--- config.mk ---
export PLATFORM = sky130hd
export DESIGN_NAME = call_stack
export DESIGN_NICKNAME = d
export VERILOG_FILES = /design/src/rtl/call_stack_pkg.sv /design/src/rtl/call_stack_regfile.sv /design/src/rtl/call_stack.sv
export SDC_FILE = /design/constraint.sdc
export NUM_CORES = 1
export LEC_CHECK = 0
export ABC_AREA = 1
export ABC_CLOCK_PERIOD_IN_PS = 3600
export CORE_ASPECT_RATIO = 1.75
export CORE_MARGIN = 2
export CORE_UTILIZATION = 64
export CTS_CLUSTER_SIZE = 24
export DETAILED_ROUTE_END_ITERATION = 16
export GPL_ROUTABILITY_DRIVEN = 0
export PLACE_DENSITY_LB_ADDON = 0.12
export SETUP_SLACK_MARGIN = 0.4
export SLEW_MARGIN = 30
export SYNTH_ARGS = -nofsm -noshare
export SYNTH_HDL_FRONTEND = slang
export SYNTH_SLANG_ARGS = --single-unit
--- constraint.sdc ---
create_clock -name clk -period 3.6 [get_ports clk]
set_input_delay 0.72 -clock clk [delete_from_list [all_inputs] [get_ports clk]]
set_output_delay 0.72 -clock clk [all_outputs]
set_load 0.01 [all_outputs]
--- src/rtl/call_stack_pkg.sv ---
// Shared definitions for the return-address stack.
// Holds the PC width, the default depth and the {push,pop} operation decode.
package call_stack_pkg;

  localparam int PC_W      = 12;
  localparam int RAS_DEPTH = 8;

  typedef enum logic [1:0] {
    OP_HOLD = 2'b00,
    OP_POP  = 2'b01,
    OP_PUSH = 2'b10,
    OP_REPL = 2'b11
  } stack_op_e;

  function automatic stack_op_e decode_op(input logic p, input logic q);
    return stack_op_e'({p, q});
  endfunction

endpackage

--- src/rtl/call_stack_regfile.sv ---
// DEPTH x ADDR_W register array for the call stack.
// Provides one synchronous write port, one combinational read port and a synchronous clear.
module stack_regfile
  import call_stack_pkg::*;
#(
  parameter int ADDR_W = PC_W,
  parameter int DEPTH  = RAS_DEPTH,
  parameter int PTR_W  = 3
) (
  input  logic              clk,
  input  logic              reset,
  input  logic              we,
  input  logic [PTR_W-1:0]  waddr,
  input  logic [ADDR_W-1:0] wdata,
  input  logic [PTR_W-1:0]  raddr,
  output logic [ADDR_W-1:0] rdata
);

  logic [ADDR_W-1:0] mem_q [DEPTH];
  logic [ADDR_W-1:0] mem_d [DEPTH];

  always_comb begin
    mem_d = mem_q;
    if (we) begin
      mem_d[waddr] = wdata;
    end
  end

  always_ff @(posedge clk) begin
    if (reset) begin
      for (int i = 0; i < DEPTH; i++) begin
        mem_q[i] <= '0;
      end
    end else begin
      mem_q <= mem_d;
    end
  end

  assign rdata = mem_q[raddr];

endmodule

--- src/rtl/call_stack.sv ---
// Hardware return-address stack for the pipelined processor.
// Decodes stall-qualified push/pop, tracks the stack pointer and keeps sticky debug flags.
module call_stack
  import call_stack_pkg::*;
#(
  parameter int ADDR_W = PC_W,
  parameter int DEPTH  = RAS_DEPTH,
  parameter int PTR_W  = 3
) (
  input  logic              clk,
  input  logic              reset,
  input  logic              stall,
  input  logic              push,
  input  logic              pop,
  input  logic [ADDR_W-1:0] push_pc,
  output logic [ADDR_W-1:0] top_pc,
  output logic [PTR_W:0]    count,
  output logic              empty,
  output logic              full,
  output logic              overflow,
  output logic              underflow
);

  logic [PTR_W:0]    sp_q, sp_d;
  logic              overflow_q, overflow_d;
  logic              underflow_q, underflow_d;
  logic [PTR_W:0]    sp_minus1;
  logic [PTR_W:0]    sp_plus1;
  logic              stack_empty;
  logic              stack_full;
  logic              we;
  logic [PTR_W-1:0]  waddr;
  logic [ADDR_W-1:0] rdata;
  stack_op_e         op;

  assign sp_minus1   = sp_q - (PTR_W+1)'(1);
  assign sp_plus1    = sp_q + (PTR_W+1)'(1);
  assign stack_empty = (sp_q == '0);
  assign stack_full  = (sp_q == (PTR_W+1)'(DEPTH));
  assign op          = decode_op(push & ~stall, pop & ~stall);

  always_comb begin
    sp_d        = sp_q;
    overflow_d  = overflow_q;
    underflow_d = underflow_q;
    we          = 1'b0;
    waddr       = sp_q[PTR_W-1:0];
    case (op)
      OP_PUSH: begin
        if (stack_full) begin
          overflow_d = 1'b1;
        end else begin
          we    = 1'b1;
          waddr = sp_q[PTR_W-1:0];
          sp_d  = sp_plus1;
        end
      end
      OP_POP: begin
        if (stack_empty) begin
          underflow_d = 1'b1;
        end else begin
          sp_d = sp_minus1;
        end
      end
      OP_REPL: begin
        // A replace on an empty stack degrades to a plain push but is still flagged.
        if (stack_empty) begin
          we          = 1'b1;
          waddr       = '0;
          sp_d        = (PTR_W+1)'(1);
          underflow_d = 1'b1;
        end else begin
          we    = 1'b1;
          waddr = sp_minus1[PTR_W-1:0];
        end
      end
      default: begin
      end
    endcase
  end

  always_ff @(posedge clk) begin
    if (reset) begin
      sp_q        <= '0;
      overflow_q  <= 1'b0;
      underflow_q <= 1'b0;
    end else begin
      sp_q        <= sp_d;
      overflow_q  <= overflow_d;
      underflow_q <= underflow_d;
    end
  end

  stack_regfile #(
    .ADDR_W (ADDR_W),
    .DEPTH  (DEPTH),
    .PTR_W  (PTR_W)
  ) u_regfile (
    .clk   (clk),
    .reset (reset),
    .we    (we),
    .waddr (waddr),
    .wdata (push_pc),
    .raddr (sp_minus1[PTR_W-1:0]),
    .rdata (rdata)
  );

  assign top_pc    = stack_empty ? '0 : rdata;
  assign count     = sp_q;
  assign empty     = stack_empty;
  assign full      = stack_full;
  assign overflow  = overflow_q;
  assign underflow = underflow_q;

endmodule
# --- Word-level counts from Yosys, hierarchy flattened ---
# Index checks and enable logic that the tools add are counted.
totals:
  regBits: 102
  input_bits: 17
  out_inout_bits: 20
op_classes:
  addsub: 2
  magnitude_cmp: 3
  n_eq_ne: 7
  n_mux: 15
  n_bitwise: 5
  n_reduce_logical: 7
op_table:
  columns: ["operator", "n"]
  rows:
  - ["$bwmux 96", 1]
  - ["$mux 12", 4]
  - ["$bmux 12 s3", 1]
  - ["$demux 12 s3", 1]
  - ["$mux 4", 3]
  - ["$pmux 4 s3", 1]
  - ["$ge 4x4->1 const B", 2]
  - ["$not 3->4", 2]
  - ["$mux 3", 2]
  - ["$ne 2x2->1 const B", 3]
  - ["$add 4x1->4 const B", 1]
  - ["$eq 2x2->1 const B", 2]
  - ["$eq 4x4->1 const B", 1]
  - ["$logic_not 4->1", 1]
  - ["$lt 4x1->1 const B", 1]
  - ["$reduce_and 2->1", 2]
  - ["$reduce_and 4->1", 1]
  - ["$sub 4x1->4 const B", 1]
  - ["$reduce_bool 3->1", 1]
  - ["$and 1x1->1", 2]
  - ["$eq 2x1->1 const B", 1]
  - ["$pmux 1 s2", 1]
  - ["$reduce_or 2->1", 1]
  - ["$logic_and 1x1->1", 1]
  - ["2 further kinds", 2]

# --- Longest topological paths before layout ---
# Gate-level depths: netlist of the first run.
depth:
  depth_word: 10
  depth_mapped: 15

# --- Modules after synthesis ---
# Synthesis of the first run repeated with hierarchy kept, for this count alone.
hier_totals:
  hier_cells: 869
  hier_area_um2: 5260.0
by_module_without_submodules:
  columns: ["mod", "n_inst", "cells_each", "area_each_um2"]
  rows:
  - ["stack_regfile", 1, 758, 4653.2]
  - ["call_stack", 1, 111, 606.8]

# --- Worst setup path after synthesis of the first run ---
# Ideal clock, no wire load.
synth_timing:
  kind: "reg-to-output"
  from: "register sp_q[0], in the netlist count[0]"
  to: "output top_pc[10]"
  arrival_ns: 2.014
  required_time_ns: 2.880
  setup_slack_ns: 0.866
  path_stages_with_launch: 11
  path_buffers: 3
  path_cell_list: "dfxtp_1 > buf_2 > inv_2 > clkbuf_1 > ha_1 > clkinv_1 > buf_1 > o21ai_0 > o22ai_1 > a21oi_1 > nor2_1"
synth_between:
  elab_chain_len: 6
  word_cells_on_any_way: 7
synth_lines:
  columns: ["element", "line_no", "rtl"]
  rows:
  - ["start: declaration", "call_stack.sv:24", "logic [PTR_W:0] sp_q, sp_d;"]
  - ["start signal: assignment", "call_stack.sv:88", "sp_q <= sp_d;"]
  - ["$sub 4x1->4", "call_stack.sv:36", "assign sp_minus1 = sp_q - (PTR_W+1)'(1);"]
  - ["$not 3->4 (not written as such)", "call_stack_regfile.sv:39", "assign rdata = mem_q[raddr];"]
  - ["$bmux 12 s3", "call_stack_regfile.sv:39", null]
  - ["$mux 12 (not written as such) (2 in series)", "call_stack_regfile.sv:39", null]
  - ["$mux 12 (*)", "call_stack.sv:108", "assign top_pc = stack_empty ? '0 : rdata;"]
  - ["end: declaration", "call_stack.sv:16", "output logic [ADDR_W-1:0] top_pc,"]
# Every way passes the cells marked *; elsewhere a longest branch is shown, timed or not. The select of a mux whose other input is x is not followed.

# --- Final worst setup path of the first run ---
layout_timing:
  from: "register sp_q[1], in the netlist count[1]"
  to: "output top_pc[9]"
# Same word-level chain as after synthesis.

==> metrics.cfg, run 1 <==
[final_layout]
seq_area_um2=2040
multi_input_area_um2=3000
layout_commonest_cell=nor2_1
finalNetCount=834
diodes=0
n_fill_cell=681
area_growth_pct=11.3
layout-drive-gt1-share_pct=8.29
final_cell_mix=nor2_1, nand2_1, dfxtp_1

[placed_design]
numPortBuffers=36
dp_slack_ps=535
dp_hpwl_mm=8.95

[worst_setup_path]
crit_type=register to output port
reg2reg_setup_slack_ps=1110
cp_slowest_cell=dfxtp_2
slowest_delay_ps=390
critPathCaptureType=output port
crit_required_ps=2880
cpMostUsedCell=o21ai_0
crit_fanout=24
worst_setup_path_start_kind=register
worstPathArrival_ps=2360
cp_cell_sequence=inv_1 -> ha_1 -> inv_2 -> buf_12 -> o21ai_0 -> o22ai_1 -> o21ai_0 -> nor2_1 -> dlygate4sd2_1

[logic_synthesis]
synthArstFlopShare_pct=0
synthDistinctLibCells=26
synth_edf_count=0
ys_ff_latch=102
yosysWarnings=0
synth_seq_area_share_pct=37.5
synth_top_flop_cell=dfxtp_1
synthCells=819
avgSynthCellArea_um2=6.64
netlist_area_um2=5440
synth_nets=838

[cts]
cts_tree=yes
root_buffer=clkbuf_16
cts_hold_buffers=0
cts_sinks=102
numCtsBuffers=9
path_clk_slew_ps=70
h-tree-depth=3
ctsLongestPathBuffers=2
clkLatencyLatePin_ps=350
postCtsSetupBuffers=0

[timing]
period_minus_slack_ps=3080
tightestPinTransition_ps=712
setup_viol=0
hold_violations=0
layout_setup_ws_ps=522
slew_headroom_pct=52.4
setup_tns_ps=0
timing.fmax_ghz=0.325
maxSlewViolCount=0
skew_ps=5.02
post-route-period-util_pct=85.5
rsz0062_at_grt=false

[global_route]
antenna_found_initial=0
grt_max_degree=101
grt_pass1_wl_mm=24.7
grt_usage_pct=33.6
overflow=0
first_global_vias=5165

[route]
wire_per_inst_um=16.8
drc=0
dr.first_iter.drc_count=593
routed_wirelength_mm=15.3
viasPerCell=6.11
drt_pass1_iterations=5
final_antenna_net_count=0
vias=5575

[power_and_ir_drop]
p_per_area_nw_per_um2=517
ir_drop_mv=0.461
power_leakage_uw=0.00254

[die]
io_pins=37
core_area_um2=8260
initial_core_util_pct=65.9
fp-row-count=44
fp.dieArea_um2=9280
die_h_um=126
die_w_um=73.7

[status]
status=completed

[hold_path]
hold_path.class=register to register

[run]
max_cap_violations=0

[power by group]
group | switching [µW] | leakage, µW | internal, µW | total [µW]
sequential | 30.3 | 0.000826 | 1170 | 1200
combinational | 547 | 0.00155 | 275 | 821
clock | 438 | 0.000171 | 670 | 1110
total | 1020 | 0.00254 | 2120 | 3130
[stage by stage]
step / instance area, µm² / hold WS (ps) / std cells / utilization [%] / power [µW]
final: 6050 / 475 / 912 / 73.3 / 3130
after global routing: 6050 / 493 / 912 / 73.3 / 3250
after CTS: 6050 / 481 / 912 / 73.3 / 3120
after detailed placement: 5680 / 463 / 896 / 68.8 / 2030
after global placement: 5680 / 449 / 896 / 68.8 / 2010
after floorplan: 5440 / 449 / 819 / - / 1780
[routing by layer]
layer | up-vias | track usage, % | wire, µm
li1 | 2657 | - | -
met1 | 2542 | 42.6 | 5920
met2 | 312 | 53.1 | 7420
met3 | 64 | 5.44 | 1300
met4 | 0 | 19.0 | 689
met5 | - | 0 | 0
[state kept, by name (all words and copies together) (netlist names)]
register         cells
count                4
overflow             1
u_regfile.mem_q     96
underflow            1
[cell usage after synthesis, types with 10 or more instances]
library cell	number	area share [%]
nor2_4	11	2.3
buf_2	10	0.92
nor2_1	244	17
nand3_1	99	9.1
inv_1	21	1.4
o21ai_0	67	6.2
dfxtp_1	102	38
nand2_1	116	8.0
clkbuf_1	18	1.2
o22ai_1	24	2.8
buf_1	10	0.69
a21oi_1	42	3.9
buf_4	16	2.2
[cell families (layout without fill, tap and decap cells)]
logic type	Yosys count	in the layout	synth area share (%)
simple gates	494	494	41.0
compound gates	135	135	13.1
flops	102	102	37.5
buf+inv	85	86	7.75
fa+ha+maj	2	2	0.460
xor+xnor	1	1	0.161
[worst max-delay path, delay by kind of cell, from the launching register on]
family | cells | cell delay (ps)
flip-flops | 1 | 390
adder cells (fa/ha/maj) | 1 | 340
AO/OA/AOI/OAI | 3 | 400
buffers and inverters | 4 | 700
AND/OR/NAND/NOR | 1 | 170
[repair_timing]
item / CTS / global route
resized for setup: 19 / 3
hold endpoints to repair: 0 / 0
pin swaps: 2 / 0
setup endpoints to repair: 12 / 2
[worst paths after layout]
check	startpoint	end	depth (start not counted)
min reg2reg	overflow	overflow	2
min	overflow	overflow	2
max reg2reg	count[1]	u_regfile.mem_q[60]	10
max	count[1]	top_pc[9]	9
[cell type report]
cell class,count,area share (%)
sequential,102,33.7
clock buffer,12,4.40
inverter,27,1.67
tap,92,1.90
timing repair buffer,43,7.52
clock inverter,4,1.26
multi-input combinational,632,49.5
Power figures use the tool's default switching activity.
==> run 2: changes to the inputs <==
--- a/config.mk
+++ b/config.mk
@@ -7,6 +7,7 @@
 export LEC_CHECK = 0
 export ABC_AREA = 1
 export ABC_CLOCK_PERIOD_IN_PS = 3600
+export CAP_MARGIN = 20
 export CORE_ASPECT_RATIO = 1.75
 export CORE_MARGIN = 2
 export CORE_UTILIZATION = 64
==> results of run 2 <==
No change in the layout: final DEF, timing and power equal those of run 1.
==> run 3: changes to the inputs <==
--- a/config.mk
+++ b/config.mk
@@ -14,6 +14,7 @@
 export CTS_CLUSTER_SIZE = 24
 export DETAILED_ROUTE_END_ITERATION = 16
 export GPL_ROUTABILITY_DRIVEN = 0
+export HOLD_SLACK_MARGIN = 0.03
 export PLACE_DENSITY_LB_ADDON = 0.12
 export SETUP_SLACK_MARGIN = 0.4
 export SLEW_MARGIN = 30
==> results of run 3 <==
No change in the layout: final DEF, timing and power equal those of run 1.
